[config.mk]
export PLATFORM = sky130hd
export DESIGN_NAME = freq_min_finder
export DESIGN_NICKNAME = d
export VERILOG_FILES = /design/src/rtl/freq_min_finder.sv
export SDC_FILE = /design/constraint.sdc
export NUM_CORES = 1
export LEC_CHECK = 0
export ABC_CLOCK_PERIOD_IN_PS = 2600
export CAP_MARGIN = 5
export CORE_MARGIN = 2
export CORE_UTILIZATION = 40
export CTS_CLUSTER_DIAMETER = 100
export DETAILED_ROUTE_END_ITERATION = 7
export PLACE_DENSITY = 0.65
export SYNTH_ARGS = -nofsm -noshare
export SYNTH_HDL_FRONTEND = slang
export SYNTH_SLANG_ARGS = --single-unit
[constraint.sdc]
create_clock -name clk -period 2.6 [get_ports clk]
set_input_delay 0.39 -clock clk [delete_from_list [all_inputs] [get_ports clk]]
set_output_delay 0.39 -clock clk [all_outputs]
set_load 0.005 [all_outputs]
[src/rtl/freq_min_finder.sv]
// Scans the symbol-count table in SRAM after counting finishes and reports the two
// least-frequent non-zero symbols plus the number of non-zero symbols.
module freq_min_finder #(
    parameter int NUM_SYM   = 256,
    parameter int ADDR_W    = 10,
    parameter int CNT_W     = 8,
    parameter int BASE_ADDR = 0
) (
    input  logic              clk,
    input  logic              rst,
    input  logic              scan_start,
    output logic [ADDR_W-1:0] scan_addr,
    output logic              scan_r,
    input  logic [CNT_W-1:0]  scan_data,
    output logic              busy,
    output logic              done,
    output logic [7:0]        min1_sym,
    output logic [CNT_W-1:0]  min1_cnt,
    output logic [7:0]        min2_sym,
    output logic [CNT_W-1:0]  min2_cnt,
    output logic [8:0]        nz_count,
    output logic              err
);

    localparam int IDX_W = (NUM_SYM > 1) ? $clog2(NUM_SYM) : 1;
    localparam logic [IDX_W-1:0] LAST_IDX = IDX_W'(NUM_SYM - 1);

    typedef enum logic [1:0] {
        ST_IDLE  = 2'd0,
        ST_SCAN  = 2'd1,
        ST_DRAIN = 2'd2,
        ST_DONE  = 2'd3
    } state_t;

    state_t             state_q, state_d;
    logic [IDX_W-1:0]   idx_q, idx_d;
    logic [ADDR_W-1:0]  scan_addr_q, scan_addr_d;
    logic               scan_r_q, scan_r_d;
    logic               busy_q, busy_d;
    logic               done_q, done_d;
    logic               err_q, err_d;

    // Read-issued flag and symbol index, delayed to line up with scan_data.
    logic               rd_v_q, rd_v_d;
    logic [IDX_W-1:0]   rd_sym_q, rd_sym_d;

    logic               min1_v_q, min1_v_d;
    logic [7:0]         min1_sym_q, min1_sym_d;
    logic [CNT_W-1:0]   min1_cnt_q, min1_cnt_d;
    logic               min2_v_q, min2_v_d;
    logic [7:0]         min2_sym_q, min2_sym_d;
    logic [CNT_W-1:0]   min2_cnt_q, min2_cnt_d;
    logic [8:0]         nz_q, nz_d;

    // Result values after folding in the word returned this cycle.
    logic               upd_min1_v_s;
    logic [7:0]         upd_min1_sym_s;
    logic [CNT_W-1:0]   upd_min1_cnt_s;
    logic               upd_min2_v_s;
    logic [7:0]         upd_min2_sym_s;
    logic [CNT_W-1:0]   upd_min2_cnt_s;
    logic [8:0]         upd_nz_s;
    logic [7:0]         cur_sym_s;

    assign cur_sym_s = 8'(rd_sym_q);

    // Compare the returned count against the two running minima (strict less-than keeps the lower index on ties).
    always_comb begin
        upd_min1_v_s   = min1_v_q;
        upd_min1_sym_s = min1_sym_q;
        upd_min1_cnt_s = min1_cnt_q;
        upd_min2_v_s   = min2_v_q;
        upd_min2_sym_s = min2_sym_q;
        upd_min2_cnt_s = min2_cnt_q;
        upd_nz_s       = nz_q;
        if (rd_v_q && (scan_data != {CNT_W{1'b0}})) begin
            upd_nz_s = nz_q + 9'd1;
            if (!min1_v_q || (scan_data < min1_cnt_q)) begin
                upd_min2_v_s   = min1_v_q;
                upd_min2_sym_s = min1_sym_q;
                upd_min2_cnt_s = min1_cnt_q;
                upd_min1_v_s   = 1'b1;
                upd_min1_sym_s = cur_sym_s;
                upd_min1_cnt_s = scan_data;
            end else if (!min2_v_q || (scan_data < min2_cnt_q)) begin
                upd_min2_v_s   = 1'b1;
                upd_min2_sym_s = cur_sym_s;
                upd_min2_cnt_s = scan_data;
            end else begin
                upd_min2_v_s   = min2_v_q;
            end
        end else begin
            upd_nz_s = nz_q;
        end
    end

    // Scan sequencing: next state, address generation and result register inputs.
    always_comb begin
        state_d     = state_q;
        idx_d       = idx_q;
        scan_addr_d = scan_addr_q;
        scan_r_d    = 1'b0;
        busy_d      = busy_q;
        done_d      = 1'b0;
        err_d       = err_q;
        rd_v_d      = scan_r_q;
        rd_sym_d    = idx_q;
        min1_v_d    = upd_min1_v_s;
        min1_sym_d  = upd_min1_sym_s;
        min1_cnt_d  = upd_min1_cnt_s;
        min2_v_d    = upd_min2_v_s;
        min2_sym_d  = upd_min2_sym_s;
        min2_cnt_d  = upd_min2_cnt_s;
        nz_d        = upd_nz_s;

        case (state_q)
            ST_IDLE: begin
                if (scan_start) begin
                    state_d     = ST_SCAN;
                    idx_d       = {IDX_W{1'b0}};
                    scan_addr_d = ADDR_W'(BASE_ADDR);
                    scan_r_d    = 1'b1;
                    busy_d      = 1'b1;
                    err_d       = 1'b0;
                    min1_v_d    = 1'b0;
                    min1_sym_d  = 8'd0;
                    min1_cnt_d  = {CNT_W{1'b0}};
                    min2_v_d    = 1'b0;
                    min2_sym_d  = 8'd0;
                    min2_cnt_d  = {CNT_W{1'b0}};
                    nz_d        = 9'd0;
                end else begin
                    state_d = ST_IDLE;
                end
            end
            ST_SCAN: begin
                if (idx_q == LAST_IDX) begin
                    state_d  = ST_DRAIN;
                    scan_r_d = 1'b0;
                end else begin
                    idx_d       = idx_q + IDX_W'(1'b1);
                    scan_addr_d = scan_addr_q + ADDR_W'(1'b1);
                    scan_r_d    = 1'b1;
                end
            end
            ST_DRAIN: begin
                // The last word is folded in on this edge, so err must see the updated count.
                state_d = ST_DONE;
                busy_d  = 1'b0;
                done_d  = 1'b1;
                err_d   = (upd_nz_s < 9'd2);
            end
            ST_DONE: begin
                state_d = ST_IDLE;
                done_d  = 1'b0;
            end
            default: begin
                state_d  = ST_IDLE;
                busy_d   = 1'b0;
                scan_r_d = 1'b0;
            end
        endcase
    end

    // State and result registers with synchronous reset.
    always_ff @(posedge clk) begin
        if (rst) begin
            state_q     <= ST_IDLE;
            idx_q       <= {IDX_W{1'b0}};
            scan_addr_q <= {ADDR_W{1'b0}};
            scan_r_q    <= 1'b0;
            busy_q      <= 1'b0;
            done_q      <= 1'b0;
            err_q       <= 1'b0;
            rd_v_q      <= 1'b0;
            rd_sym_q    <= {IDX_W{1'b0}};
            min1_v_q    <= 1'b0;
            min1_sym_q  <= 8'd0;
            min1_cnt_q  <= {CNT_W{1'b0}};
            min2_v_q    <= 1'b0;
            min2_sym_q  <= 8'd0;
            min2_cnt_q  <= {CNT_W{1'b0}};
            nz_q        <= 9'd0;
        end else begin
            state_q     <= state_d;
            idx_q       <= idx_d;
            scan_addr_q <= scan_addr_d;
            scan_r_q    <= scan_r_d;
            busy_q      <= busy_d;
            done_q      <= done_d;
            err_q       <= err_d;
            rd_v_q      <= rd_v_d;
            rd_sym_q    <= rd_sym_d;
            min1_v_q    <= min1_v_d;
            min1_sym_q  <= min1_sym_d;
            min1_cnt_q  <= min1_cnt_d;
            min2_v_q    <= min2_v_d;
            min2_sym_q  <= min2_sym_d;
            min2_cnt_q  <= min2_cnt_d;
            nz_q        <= nz_d;
        end
    end

    assign scan_addr = scan_addr_q;
    assign scan_r    = scan_r_q;
    assign busy      = busy_q;
    assign done      = done_q;
    assign err       = err_q;
    assign min1_sym  = min1_sym_q;
    assign min1_cnt  = min1_cnt_q;
    assign min2_sym  = min2_sym_q;
    assign min2_cnt  = min2_cnt_q;
    assign nz_count  = nz_q;

endmodule

# After elaboration in Yosys (flattened, before gate mapping)
# Index checks and enable logic that the tools add are counted.
dict set report word_totals {
  in_bits 11
  elab_cells 87
  out_inout_bits 55
  register_bits 76
}
dict set report classes {
  eq_ne 7
  n_addsub 3
  muxes 47
  order_cmp 3
  n_reduce_logical 11
}
# op n
set ops {}
lappend ops {{2-to-1 mux 8 bit} 20}
lappend ops {{2-to-1 mux 9 bit} 3}
lappend ops {{2-to-1 mux 10 bit} 2}
lappend ops {{case mux 10 bit (2 select lines)} 1}
lappend ops {{< comparator 8 bit} 2}
lappend ops {{case mux 8 bit (2 select lines)} 1}
lappend ops {{2-to-1 mux 1 bit} 15}
lappend ops {{adder 10 x 1 -> 10 bit (second input constant)} 1}
lappend ops {{adder 9 x 1 -> 9 bit (second input constant)} 1}
lappend ops {{< comparator 9 x 2 -> 1 bit (second input constant)} 1}
lappend ops {{adder 8 x 1 -> 8 bit (second input constant)} 1}
lappend ops {{== test 8 bit (second input constant)} 1}
lappend ops {{case mux 2 bit (4 select lines)} 1}
lappend ops {{nonzero test 8 bit} 1}
lappend ops {{inequality test 2 bit (second input constant)} 3}
lappend ops {{case mux 1 bit (2 select lines)} 3}
lappend ops {{== test 2 bit (second input constant)} 2}
lappend ops {{nonzero test 2 bit} 2}
lappend ops {{AND reduction 3 bit} 1}
lappend ops {{== test 2 x 1 -> 1 bit (second input constant)} 1}
lappend ops {{zero test 1 bit} 2}
lappend ops {{zero test 2 bit} 1}
lappend ops {{logical OR 1 bit} 2}
lappend ops {{2-to-1 mux 2 bit} 1}
lappend ops {{2 further kinds} 2}

# Logic depth before layout (Yosys ltp)
dict set report depth {
  word_depth 7
  depth_mapped 9
  depth_no_buf 8
}

# Least setup slack after synthesis
# OpenSTA, ideal clock, no wires.
dict set report synth_path {
  path_kind {register to register}
  start {reg min1_cnt_q[7] (netlist: min1_cnt[7])}
  end {reg min2_sym_q[2] (netlist: min2_sym[2])}
  stages_incl_launch_ff 10
  n_path_buf 1
  setup_ps 119
  setup_slack_ps 571
  t_required_ps 2481
  period_less_slack_ps 2029
  arrival_time_ps 1911
  path_cell_list {dfxtp_1 inv_1 ha_1 and3_1 a221oi_2 o32a_2 nand2_2 buf_6 o221ai_1 nor2_1}
}
dict set report synth_via {
  elab_chain_len 6
}
# element line_no
set synth_rtl {}
lappend synth_rtl {{from (decl)} 49} ;# logic [CNT_W-1:0] min1_cnt_q, min1_cnt_d;
lappend synth_rtl {{from (signal assigned)} 179} ;# min1_cnt_q <= {CNT_W{1'b0}};
lappend synth_rtl {{from (signal assigned)} 196} ;# min1_cnt_q <= min1_cnt_d;
lappend synth_rtl {{< comparator 8 bit *} 78} ;# if (!min1_v_q || (scan_data < min1_cnt_q)) begin
lappend synth_rtl {{logical OR 1 bit *} 78}
lappend synth_rtl {{2-to-1 mux 8 bit *} 78}
lappend synth_rtl {{2-to-1 mux 8 bit *} 76} ;# if (rd_v_q && (scan_data != {CNT_W{1'b0}})) begin
lappend synth_rtl {{2-to-1 mux 8 bit} 118} ;# if (scan_start) begin
lappend synth_rtl {{2-to-1 mux 8 bit *} 116} ;# case (state_q)
lappend synth_rtl {{to (signal assigned)} 198} ;# min2_sym_q <= min2_sym_d;
lappend synth_rtl {{to (decl)} 51} ;# logic [7:0] min2_sym_q, min2_sym_d;
# Mark *: on every way between the ends. The rest lies on a longest branch, timed or not.
# A chain may end at the register's enable or synchronous reset.

# Final worst setup path
dict set report layout_path {
  start {in scan_data[7]}
  end {reg min1_cnt_q[0] (netlist: min1_cnt[0])}
}
dict set report layout_via {
  elab_chain_len 6
  elab_cells_between_ends 8
  classes_between {order compare (1); mux (4); reduce/logical (3)}
}
# element line_no
set layout_rtl {}
lappend layout_rtl {{from (decl)} 14} ;# input logic [CNT_W-1:0] scan_data,
lappend layout_rtl {{< comparator 8 bit} 78}
lappend layout_rtl {{logical OR 1 bit} 78}
lappend layout_rtl {{2-to-1 mux 8 bit} 78}
lappend layout_rtl {{2-to-1 mux 8 bit *} 76}
lappend layout_rtl {{2-to-1 mux 8 bit} 118}
lappend layout_rtl {{2-to-1 mux 8 bit *} 116}
# Marked as above.

==> key figures <==
Status
  – Outcome: finished, final reports clean

Global route
  – Total Routing Usage GR: 16.7%
  – Total congestion overflow: 0
  – Initial antenna violation count: 0
  – Global-route wire length before repair: 13500 um
  – Largest net degree at the start of global routing: 29
  – Number of global-route vias before repair: 2921

Synthesis
  – Avg Inst Size Synth: 8.82 um^2
  – Area share of the largest cell type after synthesis: 42.4%
  – Number of nets in the synthesized netlist: 438
  – Number of instances in the synthesized netlist: 407
  – Count of flip-flops with a built-in enable after synthesis: 0
  – Async set-or-reset flop fraction in the synthesized netlist: 0%
  – Count of yosys warnings during synthesis: 0
  – Number of synthesized register bits: 76
  – Number of distinct library cells after synthesis: 52
  – Dominant cell type by area after synthesis: sky130_fd_sc_hd__dfxtp_1
  – Cell types with the largest area share after synthesis: sky130_fd_sc_hd__dfxtp_1, sky130_fd_sc_hd__ha_1, sky130_fd_sc_hd__nor2_1, sky130_fd_sc_hd__nand2_1, sky130_fd_sc_hd__xor2_1
  – Post-synthesis cell area: 3590 um^2
  – Sequential-to-total area share from yosys stat: 42.4%
  – Most common flop cell mapped by yosys: sky130_fd_sc_hd__dfxtp_1

Die
  – Vertical die dimension: 98.8 um
  – Area of the die: 9750 um^2
  – Site row count: 34
  – Number of ports placed on the die boundary: 66
  – Overall die width: 98.8 um
  – Placeable core area: 8720 um^2
  – Initial core utilization: 41.2%

Setup path
  – Cell repeated most along the worst path: sky130_fd_sc_hd__buf_4
  – Cell Chain, Critical Path: clkdlybuf4s50_1 > ha_1 > and3_1 > a221oi_2 > buf_4 > o32ai_4 > nor2_4 > buf_4 > nand2_1 > a21oi_1
  – Critical path depth: 10
  – CP top delay family: buffers and inverters
  – Critical path capture point type: register
  – Number of cells on the worst reg-to-reg path: 10
  – CP max FO: 8
  – Setup crit start kind: input port
  – Delay contributed by the slowest stage of the critical path: 430 ps
  – Critical path data arrival time: 2510 ps
  – Slowest stage cell on the critical path: sky130_fd_sc_hd__clkdlybuf4s50_1
  – Category of the critical setup timing path: input port to register
  – Data required time at the worst endpoint: 2860 ps
  – Number of buffers and inverters on the critical path: 3

Timing
  – Count of endpoints failing hold in the final timing report: 0
  – Worst-Margin Slew: 531 ps
  – Unrepaired setup endpoints after global routing: no
  – Total negative setup slack: 0 ps
  – Setup Viol. Count Final: 0
  – Maximum frequency from static timing analysis: 0.445 GHz
  – Final critical-path required period: 2250 ps
  – Worst clock skew: 11.8 ps
  – Final count of pins violating max slew: 0
  – Slew margin rel.: 64.5%
  – Part of the cycle the worst path needs: 86.4%
  – Final setup slack of the worst path: 353 ps

Routing
  – Wire per inst: 13.3 um
  – Final routed DRC violation total: 0
  – Vias per std cell: 5.07
  – Number of routed nets with antenna violations: 0
  – DRT Wirelength: 7960 um
  – DRC violation total after the first TritonRoute iteration: 99
  – Number of detailed-routing iterations run before antenna repair: 4
  – Overall via count from detail_route: 3029

Clocking
  – Number of buffers on the longest clock path: 2
  – Clock transition at the register clock pins on the worst setup and hold paths after CTS: 80 ps
  – Clock tree from TritonCTS: built
  – Sinks on the clock net: 76
  – Setup fix buffers added after clock tree synthesis: 0
  – Total of cells resized after clock tree synthesis: 0
  – H-Tree Level Count: 3
  – Clk Tree Root Cell: sky130_fd_sc_hd__clkbuf_8
  – Total clock buffers created by CTS: 9
  – Hold_buf cts: 0
  – Worst-skew pair later-pin latency: 340 ps

Layout
  – Net count of the finished layout: 518
  – Most common cell after layout, fill and taps aside: sky130_fd_sc_hd__dfxtp_1
  – Leading cell types in the layout, fill and taps excluded: sky130_fd_sc_hd__dfxtp_1, sky130_fd_sc_hd__clkdlybuf4s50_1, sky130_fd_sc_hd__nor2_1
  – Layout cells sized above 1: 12.0%
  – Synth-to-Final Area Change: 28.0%
  – Count of antenna diodes in the layout: 0
  – Util after Layout: 52.7%

Placed design
  – Final HPWL DP: 5680 um
  – Routability congestion estimate: 0.841
  – Number of input and output port buffers inserted: 65
  – Place WS: 10.3 ps

Run
  – Max-capacitance violation count: 0

Power
  – Leakage dissipation: 0.00161 uW
  – Power Density: 542 nW/um^2
  – Worst vdd ir: 0.252 mV

Worst hold path
  – Tightest Hold Check Type: register to register
  – Count of cells along the worst hold path: 2
[sequential cells by signal, summed over array words and instances (netlist names), 2 cells and up]
name       cells
cur_sym_s      8
idx_q          8
min1_cnt       8
min1_sym       8
min2_cnt       8
min2_sym       8
nz_count       9
scan_addr     10
state_q        2
[logic make-up (layout without fill, tap and decap cells)]
family | Yosys count | count (layout) | share of synthesized area (%)
AOI/OAI and AO/OA | 73 | 73 | 15.9
DFF | 76 | 76 | 42.4
muxes | 2 | 2 | 0.592
buffers and inverters | 40 | 123 | 5.50
xor gates and xnor gates | 23 | 23 | 5.61
and+or+nand+nor | 173 | 173 | 23.0
adders and majority gates | 20 | 20 | 6.97
[worst min-delay path, cell delays in order (launching register included)]
cell and delay, ps:
sky130_fd_sc_hd__dfxtp_1 310, sky130_fd_sc_hd__nand2_1 70, sky130_fd_sc_hd__a21oi_2 50
[layer usage]
layer / GRT usage [%] / part of all wire (%) / up-vias / routed length, um
met5: 0 / 0 / - / 0
met4: 3.90 / 0.70 / 0 / 56
met3: 4.18 / 3.9 / 4 / 310
met2: 28.6 / 49 / 51 / 3890
met1: 21.2 / 46 / 1427 / 3700
li1: - / - / 1547 / -
[path summary, 6_finish.rpt]
check	startpoint	endpoint	slack [ps]
min reg2reg	cur_sym_s[5]	min1_sym[5]	460
max reg2reg	min1_cnt[7]	min1_cnt[0]	440
min	cur_sym_s[5]	min1_sym[5]	460
max	scan_data[7]	min1_cnt[0]	350
[cells in the mapped netlist (2+ instances only)]
cell and instances:
sky130_fd_sc_hd__dfxtp_1 76, sky130_fd_sc_hd__nor2_1 63, sky130_fd_sc_hd__nand2_1 53, sky130_fd_sc_hd__a21oi_1 23
sky130_fd_sc_hd__inv_1 22, sky130_fd_sc_hd__ha_1 20, sky130_fd_sc_hd__xor2_1 17, sky130_fd_sc_hd__o221ai_1 16
sky130_fd_sc_hd__nand3_1 14, sky130_fd_sc_hd__a21oi_2 10, sky130_fd_sc_hd__nor2b_1 10, sky130_fd_sc_hd__and3_1 8
sky130_fd_sc_hd__clkbuf_1 6, sky130_fd_sc_hd__xnor2_1 6, sky130_fd_sc_hd__buf_2 5, sky130_fd_sc_hd__buf_6 5
sky130_fd_sc_hd__nand2b_1 4, sky130_fd_sc_hd__o21ai_0 4, sky130_fd_sc_hd__and4_1 3, sky130_fd_sc_hd__nand4_1 3
sky130_fd_sc_hd__nor3_1 3, sky130_fd_sc_hd__nor4_2 3, sky130_fd_sc_hd__a211oi_1 2, sky130_fd_sc_hd__a21o_1 2
sky130_fd_sc_hd__a22oi_1 2
[cell type report]
class / instances / area, um^2
Multi-Input combinational cell: 291 / 1870
Fill cell: 814 / 4120
Timing Repair Buffer: 87 / 828
Clock inverter: 2 / 12.5
Inverter: 22 / 82.6
Clock buffer: 12 / 145
Tap cell: 108 / 135
Sequential cell: 76 / 1520
[through the flow]
| step | hold slack [ps] | instances | area [um^2] | power, uW |
|---|---|---|---|---|
| 2_1_floorplan | 436 | 407 | 3590 | 1570 |
| 3_3_place_gp | 447 | 584 | 4440 | 1750 |
| 3_5_place_dp | 450 | 584 | 4440 | 1760 |
| 4_1_cts | 463 | 598 | 4600 | 2530 |
| 5_1_grt | 472 | 598 | 4600 | 2630 |
| 6_report | 459 | 598 | 4600 | 2490 |
[power by group]
| part | leakage, uW | internal [uW] | switching, uW | total, uW |
|---|---|---|---|---|
| Combinational | 0.000918 | 223 | 258 | 481 |
| Sequential | 0.000615 | 1210 | 35.5 | 1250 |
| Clock | 0.0000783 | 362 | 403 | 765 |
Power figures use the tool's default switching activity.
